<file path="src/rtl/usb_rx_controller.sv">
// Receive-side packet FSM for the full-speed USB endpoint: checks SYNC, decodes the PID,
// counts token/data bytes and streams data-packet bytes (payload + CRC16) into the RX FIFO.
module usb_rx_controller #(
    parameter logic [7:0] SYNC_BYTE      = 8'h80,
    parameter int         MAX_DATA_BYTES = 64
) (
    input  logic       clk,
    input  logic       n_rst,
    input  logic       d_edge,
    input  logic       byte_received,
    input  logic [7:0] rcv_data,
    input  logic       eop,
    input  logic       buffer_full,
    output logic [2:0] rx_packet,
    output logic       rx_data_ready,
    output logic       rx_transfer_active,
    output logic       rx_error,
    output logic       store_rx_data,
    output logic [7:0] rx_data,
    output logic [6:0] rx_byte_count,
    output logic [3:0] rx_state_o
);

    // Handshake: byte_received is a single-cycle valid with no ready; a byte is taken by
    // the FIFO exactly when store_rx_data is high in that same cycle, otherwise it is lost.

    typedef enum logic [3:0] {
        S_IDLE, S_SYNC, S_PID, S_TOKEN, S_DATA, S_WAIT_EOP, S_DONE, S_ERR, S_EIDLE
    } state_t;

    localparam logic [6:0] MAX_CNT = 7'(MAX_DATA_BYTES + 2);

    localparam logic [2:0] PKT_OUT   = 3'd1;
    localparam logic [2:0] PKT_IN    = 3'd2;
    localparam logic [2:0] PKT_DATA0 = 3'd3;
    localparam logic [2:0] PKT_DATA1 = 3'd4;
    localparam logic [2:0] PKT_ACK   = 3'd5;
    localparam logic [2:0] PKT_NAK   = 3'd6;

    state_t     state_q;
    logic [2:0] rx_packet_q;
    logic       rx_data_ready_q;
    logic       rx_transfer_active_q;
    logic       rx_error_q;
    logic [6:0] count_q;
    logic       token_cnt_q;
    logic [2:0] pid_code;
    logic       clean_byte;

    // A byte arriving together with SE0 is never accepted.
    assign clean_byte = byte_received && !eop;

    always_comb begin
        pid_code = 3'd0;
        if (rcv_data[7:4] == ~rcv_data[3:0]) begin
            case (rcv_data[3:0])
                4'b0001: pid_code = PKT_OUT;
                4'b1001: pid_code = PKT_IN;
                4'b0011: pid_code = PKT_DATA0;
                4'b1011: pid_code = PKT_DATA1;
                4'b0010: pid_code = PKT_ACK;
                4'b1010: pid_code = PKT_NAK;
                default: pid_code = 3'd0;
            endcase
        end
    end

    assign store_rx_data = (state_q == S_DATA) && clean_byte && !buffer_full && (count_q < MAX_CNT);
    assign rx_data       = rcv_data;

    always_ff @(posedge clk or negedge n_rst) begin
        if (!n_rst) begin
            state_q              <= S_IDLE;
            rx_packet_q          <= 3'd0;
            rx_data_ready_q      <= 1'b0;
            rx_transfer_active_q <= 1'b0;
            rx_error_q           <= 1'b0;
            count_q              <= 7'd0;
            token_cnt_q          <= 1'b0;
        end else begin
            rx_data_ready_q <= 1'b0;
            case (state_q)
                S_IDLE: begin
                    if (d_edge) begin
                        state_q              <= S_SYNC;
                        rx_error_q           <= 1'b0;
                        rx_packet_q          <= 3'd0;
                        count_q              <= 7'd0;
                        rx_transfer_active_q <= 1'b1;
                    end
                end
                S_SYNC: begin
                    if (clean_byte && rcv_data == SYNC_BYTE) begin
                        state_q <= S_PID;
                    end else if (byte_received || eop) begin
                        state_q    <= S_ERR;
                        rx_error_q <= 1'b1;
                    end
                end
                S_PID: begin
                    if (clean_byte && pid_code != 3'd0) begin
                        rx_packet_q <= pid_code;
                        token_cnt_q <= 1'b0;
                        if (pid_code == PKT_OUT || pid_code == PKT_IN) begin
                            state_q <= S_TOKEN;
                        end else if (pid_code == PKT_ACK || pid_code == PKT_NAK) begin
                            state_q <= S_WAIT_EOP;
                        end else begin
                            state_q <= S_DATA;
                        end
                    end else if (byte_received || eop) begin
                        state_q    <= S_ERR;
                        rx_error_q <= 1'b1;
                    end
                end
                S_TOKEN: begin
                    if (clean_byte) begin
                        token_cnt_q <= 1'b1;
                        if (token_cnt_q) begin
                            state_q <= S_WAIT_EOP;
                        end
                    end else if (eop) begin
                        state_q    <= S_ERR;
                        rx_error_q <= 1'b1;
                    end
                end
                S_DATA: begin
                    if (eop && !byte_received && count_q >= 7'd2) begin
                        state_q         <= S_DONE;
                        rx_data_ready_q <= (rx_packet_q == PKT_DATA0) || (rx_packet_q == PKT_DATA1);
                    end else if (store_rx_data) begin
                        count_q <= count_q + 7'd1;
                    end else if (byte_received || eop) begin
                        // Short packet, FIFO full, overflow or byte colliding with SE0.
                        state_q    <= S_ERR;
                        rx_error_q <= 1'b1;
                    end
                end
                S_WAIT_EOP: begin
                    if (byte_received) begin
                        state_q    <= S_ERR;
                        rx_error_q <= 1'b1;
                    end else if (eop) begin
                        state_q <= S_DONE;
                    end
                end
                S_DONE: begin
                    state_q <= S_EIDLE;
                end
                S_ERR: begin
                    if (eop) begin
                        state_q <= S_EIDLE;
                    end
                end
                S_EIDLE: begin
                    if (!eop) begin
                        state_q              <= S_IDLE;
                        rx_transfer_active_q <= 1'b0;
                    end
                end
                default: begin
                    state_q <= S_IDLE;
                end
            endcase
        end
    end

    assign rx_packet          = rx_packet_q;
    assign rx_data_ready      = rx_data_ready_q;
    assign rx_transfer_active = rx_transfer_active_q;
    assign rx_error           = rx_error_q;
    assign rx_byte_count      = count_q;
    assign rx_state_o         = state_q;

endmodule

</file>
<file path="config.mk">
export PLATFORM = sky130hd
export DESIGN_NAME = usb_rx_controller
export DESIGN_NICKNAME = d
export VERILOG_FILES = /design/src/rtl/usb_rx_controller.sv
export SDC_FILE = /design/constraint.sdc
export NUM_CORES = 1
export LEC_CHECK = 0
export ABC_AREA = 1
export CAP_MARGIN = 10
export CORE_ASPECT_RATIO = 1.5
export CORE_UTILIZATION = 40
export DETAILED_ROUTE_END_ITERATION = 10
export GPL_ROUTABILITY_DRIVEN = 0
export HOLD_SLACK_MARGIN = 0.1
export MAX_ROUTING_LAYER = met4
export PLACE_DENSITY = 0.82
export SKIP_CTS_REPAIR_TIMING = 1
export SYNTH_ARGS = -nofsm -noshare
export SYNTH_HDL_FRONTEND = slang
export SYNTH_SLANG_ARGS = --single-unit
</file>
<file path="constraint.sdc">
create_clock -name clk -period 1.5 [get_ports clk]
set_input_delay 0.3 -clock clk [delete_from_list [all_inputs] [get_ports clk]]
set_output_delay 0.3 -clock clk [all_outputs]
set_load 0.02 [all_outputs]
</file>
==> impl_metrics.py, run 1 <==
metrics = {
    "final_layout": {
        "final.fill_count": 237,
        "fin_area_um2": 2490,
        "diodes": 0,
        "area_growth_pct": 75.2,
        "fin_util_pct": 73.5,
        "stdcell_count": 337,
        "drive_above_1_share_pct": 38.6,
        "fin_nets": 311,
    },
    "pwr": {
        "power_leakage_nw": 1.54,
        "ir_drop_v": 0.00115,
        "clockPowerShare_pct": 10.2,
        "swShare_pct": 47.1,
        "comb_power_share_pct": 70.9,
        "internal-power_mw": 2.18,
        "power.density_nw_per_um2": 1660,
        "power_switching_mw": 1.94,
        "p_seq_share_pct": 18.9,
    },
    "cts": {
        "h-tree-depth": 1,
        "path_clk_slew_ns": 0.08,
        "cts.sinks": 18,
        "clk_latency_ns": 0.27,
        "cts_tree": "done",
        "cts_max_path_buffers": 2,
        "cts_buffers": 3,
        "cts_root_buf": "clkbuf_8",
    },
    "synth": {
        "synth-async-reset-ratio_pct": 100,
        "yosys.area_share.simple_pct": 42.7,
        "dominantRegCellSynth": "dfrtp_1",
        "yosys-top-cells-count": "nand2_1 (53), inv_1 (25), nor2_1 (22), dfrtp_1 (18), nand3_1 (16)",
        "yosysMostFrequentCell": "nand2_1",
        "synth-edff-count": 0,
        "syn_nets": 224,
        "synth_warnings": 0,
        "yosysTopAreaCellShare_pct": 31.7,
        "synthAdderAreaFrac_pct": 0.881,
        "synth.area.top_cells": "dfrtp_1 (32%), nand2_1 (14%), inv_1 (6.6%)",
        "avgSynthCellArea_um2": 6.79,
        "synth_cell_types": 29,
        "netlist_area_um2": 1420,
        "synthXorXnorAreaFrac_pct": 0.617,
        "yosys-mux-area-fraction_pct": 0,
        "synth_top_family_by_area": "simple AND/OR/NAND/NOR gates",
        "ys_seq_elements": 18,
        "synth.yosys.seq_area_share_pct": 31.7,
        "syn_inst": 209,
        "synth_compound_area_share_pct": 10.6,
        "yosys.area.top_type": "dfrtp_1",
    },
    "die": {
        "core_area_um2": 3380,
        "initial_core_util_pct": 42.0,
        "dieArea_um2": 3800,
        "io_pins": 40,
        "core.rowCount": 26,
        "die_w_um": 50.7,
        "die_h_um": 75.0,
    },
    "timing": {
        "fmax_ghz": 0.611,
        "whs_ns": 0.360,
        "fin_tns_setup_ns": -0.762,
        "timing.final.crit_share_pct": 109,
        "skew_ns": 0.00872,
        "setup_viol": 13,
        "relSlewSlack_pct": 81.5,
        "fin_crit_ns": 1.64,
        "slew_viol_final": 0,
        "tightest_slew_ns": 0.275,
        "hold_violations": 0,
        "rsz0062_at_grt": "true",
        "fin_ws_ns": -0.136,
    },
    "outcome": {
        "violations": "setup timing",
        "outcome": "finished, violations left",
    },
    "grt": {
        "grt_pass1_vias": 1643,
        "grt_pass1_wl_um": 6470,
        "gr-total-overflow": 0,
        "grt_usage_pct": 23.5,
        "antenna_found_initial": 0,
        "grt_start_max_net_pins": 19,
    },
    "worst_setup_path": {
        "end_kind": "primary output",
        "crit_path_start_kind": "register",
        "critPathKind": "reg -> out",
        "required_ns": 1.20,
        "crit_path_max_fanout": 2,
        "cp.arrival_ns": 1.34,
    },
    "drt": {
        "antenna_left": 0,
        "vias": 1750,
        "via_per_inst": 5.19,
        "drc": 0,
        "first_pass_iters": 4,
        "drt-total-wl_um": 4800,
        "drt_iter0_drc": 85,
        "wl_per_cell_um": 14.2,
    },
    "placed_design": {
        "io_buffers": 39,
        "place_area_um2": 2130,
        "dp.cells": 325,
        "place_hpwl_um": 3000,
    },
    "job": {
        "maxCapViolCount": 0,
    },
    "min_path": {
        "min_path_type": "in -> async",
    },
}
[cell type report]
type	count	area (um^2)	share of cell area (%)
Clock buffer	4	55.1	2.21
Tap cell	42	52.6	2.11
Multi-Input combinational cell	148	925	37.2
Sequential cell	18	454	18.3
Timing Repair Buffer	90	865	34.8
Inverter	35	136	5.48
[power groups by stage]
stage               Combinational (mW)  Sequential, mW  Clock (mW)
floorplan                         1.06           0.973           0
finish                            2.93           0.779       0.420
global route                      3.13           0.792       0.447
CTS                               2.31           0.744       0.413
detailed placement                2.28           0.751           0
global placement                  2.22           0.747           0
[routing by layer]
| layer | global-route usage (%) | part of all wire [%] | wire (um) | vias to the layer above |
|---|---|---|---|---|
| li1 | - | - | - | 842 |
| met1 | 22.5 | 38 | 1800 | 826 |
| met2 | 45.8 | 55 | 2660 | 68 |
| met3 | 1.82 | 4.2 | 203 | 14 |
| met4 | 13.0 | 2.8 | 136 | 0 |
| met5 | - | 0 | 0 | - |
[logic make-up after synthesis]
group	Yosys count
compound gates	26
xor+xnor	1
fa+ha+maj	1
buf+inv	43
flops	18
simple gates	120
[cells in the final DEF, fill, tap and decap left out, types with 4 or more instances in the layout]
cell	n
inv_2	12
nand3_1	15
nand2_4	5
buf_4	45
clkdlybuf4s50_1	11
nand2_2	6
inv_1	21
a21oi_1	10
buf_6	7
nor2_1	15
clkbuf_8	4
dfrtp_1	15
dlymetal6s2s_1	27
nor2_2	5
nand2_1	45
nor2_4	11
[state kept, by name, summed over array words and instances, names as in the netlist]
signal              cells
rx_byte_count           7
rx_data_ready           1
rx_error                1
rx_packet               3
rx_state_o              4
rx_transfer_active      1
token_cnt_q             1
[critical path, stage by stage (launching register included)]
cell     delay (ns)
dfrtp_2        0.44
nor2_4         0.12
inv_2          0.06
nor2_4         0.11
nand4_2        0.13
inv_2          0.07
buf_4          0.13
[path summary, 6_finish.rpt]
check,endpoint,slack (ns),from,cells after the start
worst min-delay path,rx_state_o[3]$_DFFE_PN0P_,0.36,n_rst,2
max in group asynchronous,rx_state_o[0]$_DFFE_PN0P_,0.92,n_rst,2
worst max register to register,rx_byte_count[5]$_DFFE_PN0P_,-0.09,rx_state_o[3]$_DFFE_PN0P_,12
worst min register to register,rx_transfer_active$_DFFE_PN0P_,0.51,rx_transfer_active$_DFFE_PN0P_,2
worst max-delay path,store_rx_data,-0.14,rx_state_o[0]$_DFFE_PN0P_,6
min in group clk,rx_transfer_active$_DFFE_PN0P_,0.51,rx_transfer_active$_DFFE_PN0P_,2
[stage by stage]
stage | setup WS, ns | total power [mW]
after CTS | -0.595 | 3.47
after floorplan | 0.0126 | 2.03
after global routing | -0.199 | 4.37
after detailed placement | -0.544 | 3.03
final | -0.136 | 4.12
after global placement | -0.510 | 2.97
Power figures use the tool's default switching activity.
==> run 2, diff against run 1 <==
--- a/config.mk
+++ b/config.mk
@@ -8,6 +8,7 @@
 export ABC_AREA = 1
 export CAP_MARGIN = 10
 export CORE_ASPECT_RATIO = 1.5
+export CORE_MARGIN = 5
 export CORE_UTILIZATION = 40
 export DETAILED_ROUTE_END_ITERATION = 10
 export GPL_ROUTABILITY_DRIVEN = 0
==> run 2 against run 1 <==
Effect of this change:
- the flow still finishes with violations (setup timing)
- hold slack improved by 0.036 ns
- clock skew is 0.0074 ns lower
- final area is 4.2% higher
- non-clock buffer count is 8 higher
- sequential share of layout area fell by 0.74 points
- setup slack lost 0.068 ns
==> impl_metrics.py, run 2 (same netlist as run 1, synthesis figures left out) <==
metrics = {
    "cts": {
        "clk_latency_ns": 0.26,
        "cts_tree": "done",
        "path_clk_slew_ns": 0.07,
        "cts_buffers": 3,
        "h-tree-depth": 1,
        "cts.sinks": 18,
        "cts_root_buf": "clkbuf_8",
        "cts_max_path_buffers": 2,
    },
    "final_layout": {
        "final_cell_mix": "buf_4 (48), nand2_1 (43), dlymetal6s2s_1 (28)",
        "final_common_cell": "buf_4",
        "final.fill_count": 214,
        "area_growth_pct": 82.6,
        "drive_above_1_share_pct": 40.9,
        "fin_nets": 319,
        "largest_reg_flops": 7,
        "diodes": 0,
    },
    "drt": {
        "wl_per_cell_um": 15.2,
        "drc": 0,
        "vias": 1810,
        "via_per_inst": 5.25,
        "first_pass_iters": 6,
        "antenna_left": 0,
        "drt-total-wl_um": 5250,
        "drt_iter0_drc": 63,
    },
    "grt": {
        "busiest_layer": "met2",
        "grt_pass1_vias": 1672,
        "gr-total-overflow": 0,
        "met3_usage_pct": 2.48,
        "grtUsageMet2_pct": 33.0,
        "grt_start_max_net_pins": 19,
        "antenna_found_initial": 0,
        "grt_usage_pct": 18.7,
        "met1_usage_pct": 20.3,
        "grt_pass1_wl_um": 7060,
    },
    "outcome": {
        "violations": "setup timing",
        "outcome": "finished, violations left",
    },
    "pwr": {
        "ir_drop_v": 0.00125,
        "internal-power_mw": 2.33,
        "clockPowerShare_pct": 9.4,
        "comb_power_share_pct": 72.1,
        "swShare_pct": 46.3,
        "power_mw": 4.34,
        "power.density_nw_per_um2": 1670,
        "power_switching_mw": 2.01,
        "p_seq_share_pct": 18.4,
        "power_leakage_nw": 1.61,
    },
    "worst_setup_path": {
        "path_cells": "buf_6 > nor2_4 > inv_4 > nor2_4 > inv_2 > nor2_4 > inv_2 > nand2_4 > buf_12 > inv_6 > a22o_1",
        "cp.arrival_ns": 1.85,
        "crit_slowest_cell": "dfrtp_2",
        "crit_path_start_kind": "register",
        "cpMostUsedCell": "nor2_4",
        "required_ns": 1.65,
        "end_kind": "register",
        "crit_path_max_fanout": 5,
        "max_stage_delay_ns": 0.43,
        "critPathKind": "reg -> reg",
    },
    "timing": {
        "timing.final.crit_share_pct": 114,
        "rsz0062_at_grt": "true",
        "relSlewSlack_pct": 82.8,
        "tightest_slew_ns": 0.258,
        "hold_violations": 0,
        "fin_crit_ns": 1.70,
        "fin_ws_ns": -0.204,
        "skew_ns": 0.00133,
        "fmax_ghz": 0.587,
        "setup_viol": 17,
        "slew_viol_final": 0,
    },
    "die": {
        "io_pins": 40,
        "core_area_um2": 3420,
        "die_w_um": 58.7,
        "dieArea_um2": 4870,
        "core.rowCount": 26,
        "die_h_um": 83.0,
        "initial_core_util_pct": 41.6,
    },
    "placed_design": {
        "io_buffers": 39,
        "pre_cts_ws_ns": -0.581,
        "place_hpwl_um": 3290,
    },
    "job": {
        "maxCapViolCount": 0,
    },
    "min_path": {
        "min_path_type": "in -> async",
    },
}
## run 2: cell count changes in the layout (fill, tap and decap cells not counted), sizes merged
cell	before	now
buf	52	60
clkdlybuf4s50	11	10
dlymetal6s2s	27	28
## run 2: final cells by class
type | count | area, um^2 | share of cell area (%)
Clock buffer | 4 | 55.1 | 2.12
Timing Repair Buffer | 98 | 948 | 36.6
Sequential cell | 18 | 454 | 17.5
Inverter | 35 | 144 | 5.55
Tap cell | 42 | 52.6 | 2.03
Multi-Input combinational cell | 148 | 938 | 36.2
## run 2: power groups by stage
stage                     sequential (mW)  clock (mW)  combinational (mW)
after floorplan                     0.973           0                1.06
after global placement              0.747           0                2.28
after detailed placement            0.759           0                2.34
after CTS                           0.752       0.408                2.36
after global routing                0.822       0.443                3.35
final                               0.801       0.410                3.13
## run 2: critical path, delay by kind of cell, from the launching register on
kind	cells	cell delay, ns
AO/OA/AOI/OAI	1	0.17
buffers and inverters	6	0.48
flip-flops	1	0.43
AND/OR/NAND/NOR	4	0.51
## run 2: worst paths after layout
| kind | endpoint | slack (ns) | startpoint | cells after the start |
|---|---|---|---|---|
| max | rx_byte_count[1]$_DFFE_PN0P_ | -0.20 | rx_state_o[3]$_DFFE_PN0P_ | 11 |
| min | rx_state_o[2]$_DFFE_PN0P_ | 0.40 | n_rst | 2 |
| max reg2reg | rx_byte_count[1]$_DFFE_PN0P_ | -0.20 | rx_state_o[3]$_DFFE_PN0P_ | 11 |
| min reg2reg | rx_transfer_active$_DFFE_PN0P_ | 0.51 | rx_transfer_active$_DFFE_PN0P_ | 2 |
| max in group asynchronous | rx_state_o[3]$_DFFE_PN0P_ | 0.88 | n_rst | 2 |
| min in group clk | rx_transfer_active$_DFFE_PN0P_ | 0.51 | rx_transfer_active$_DFFE_PN0P_ | 2 |
## run 2: layer usage
layer | vias to the layer above | share of wire (%) | routed length [um]
li1 | 850 | - | -
met3 | 23 | 5.0 | 260
met2 | 86 | 53 | 2780
met4 | 0 | 5.0 | 263
met5 | - | 0 | 0
met1 | 851 | 37 | 1940
## run 2: stage by stage
step | cells | utilization (%) | TNS, ns | instance area [um^2] | hold slack, ns
after floorplan | 209 | - | 0 | 1420 | 0.00441
after global placement | 328 | 63.0 | -6.85 | 2150 | 0.457
after detailed placement | 328 | 63.0 | -7.76 | 2150 | 0.460
after CTS | 332 | 64.6 | -6.11 | 2210 | 0.383
after global routing | 345 | 75.9 | -3.89 | 2590 | 0.403
final | 345 | 75.9 | -2.40 | 2590 | 0.396
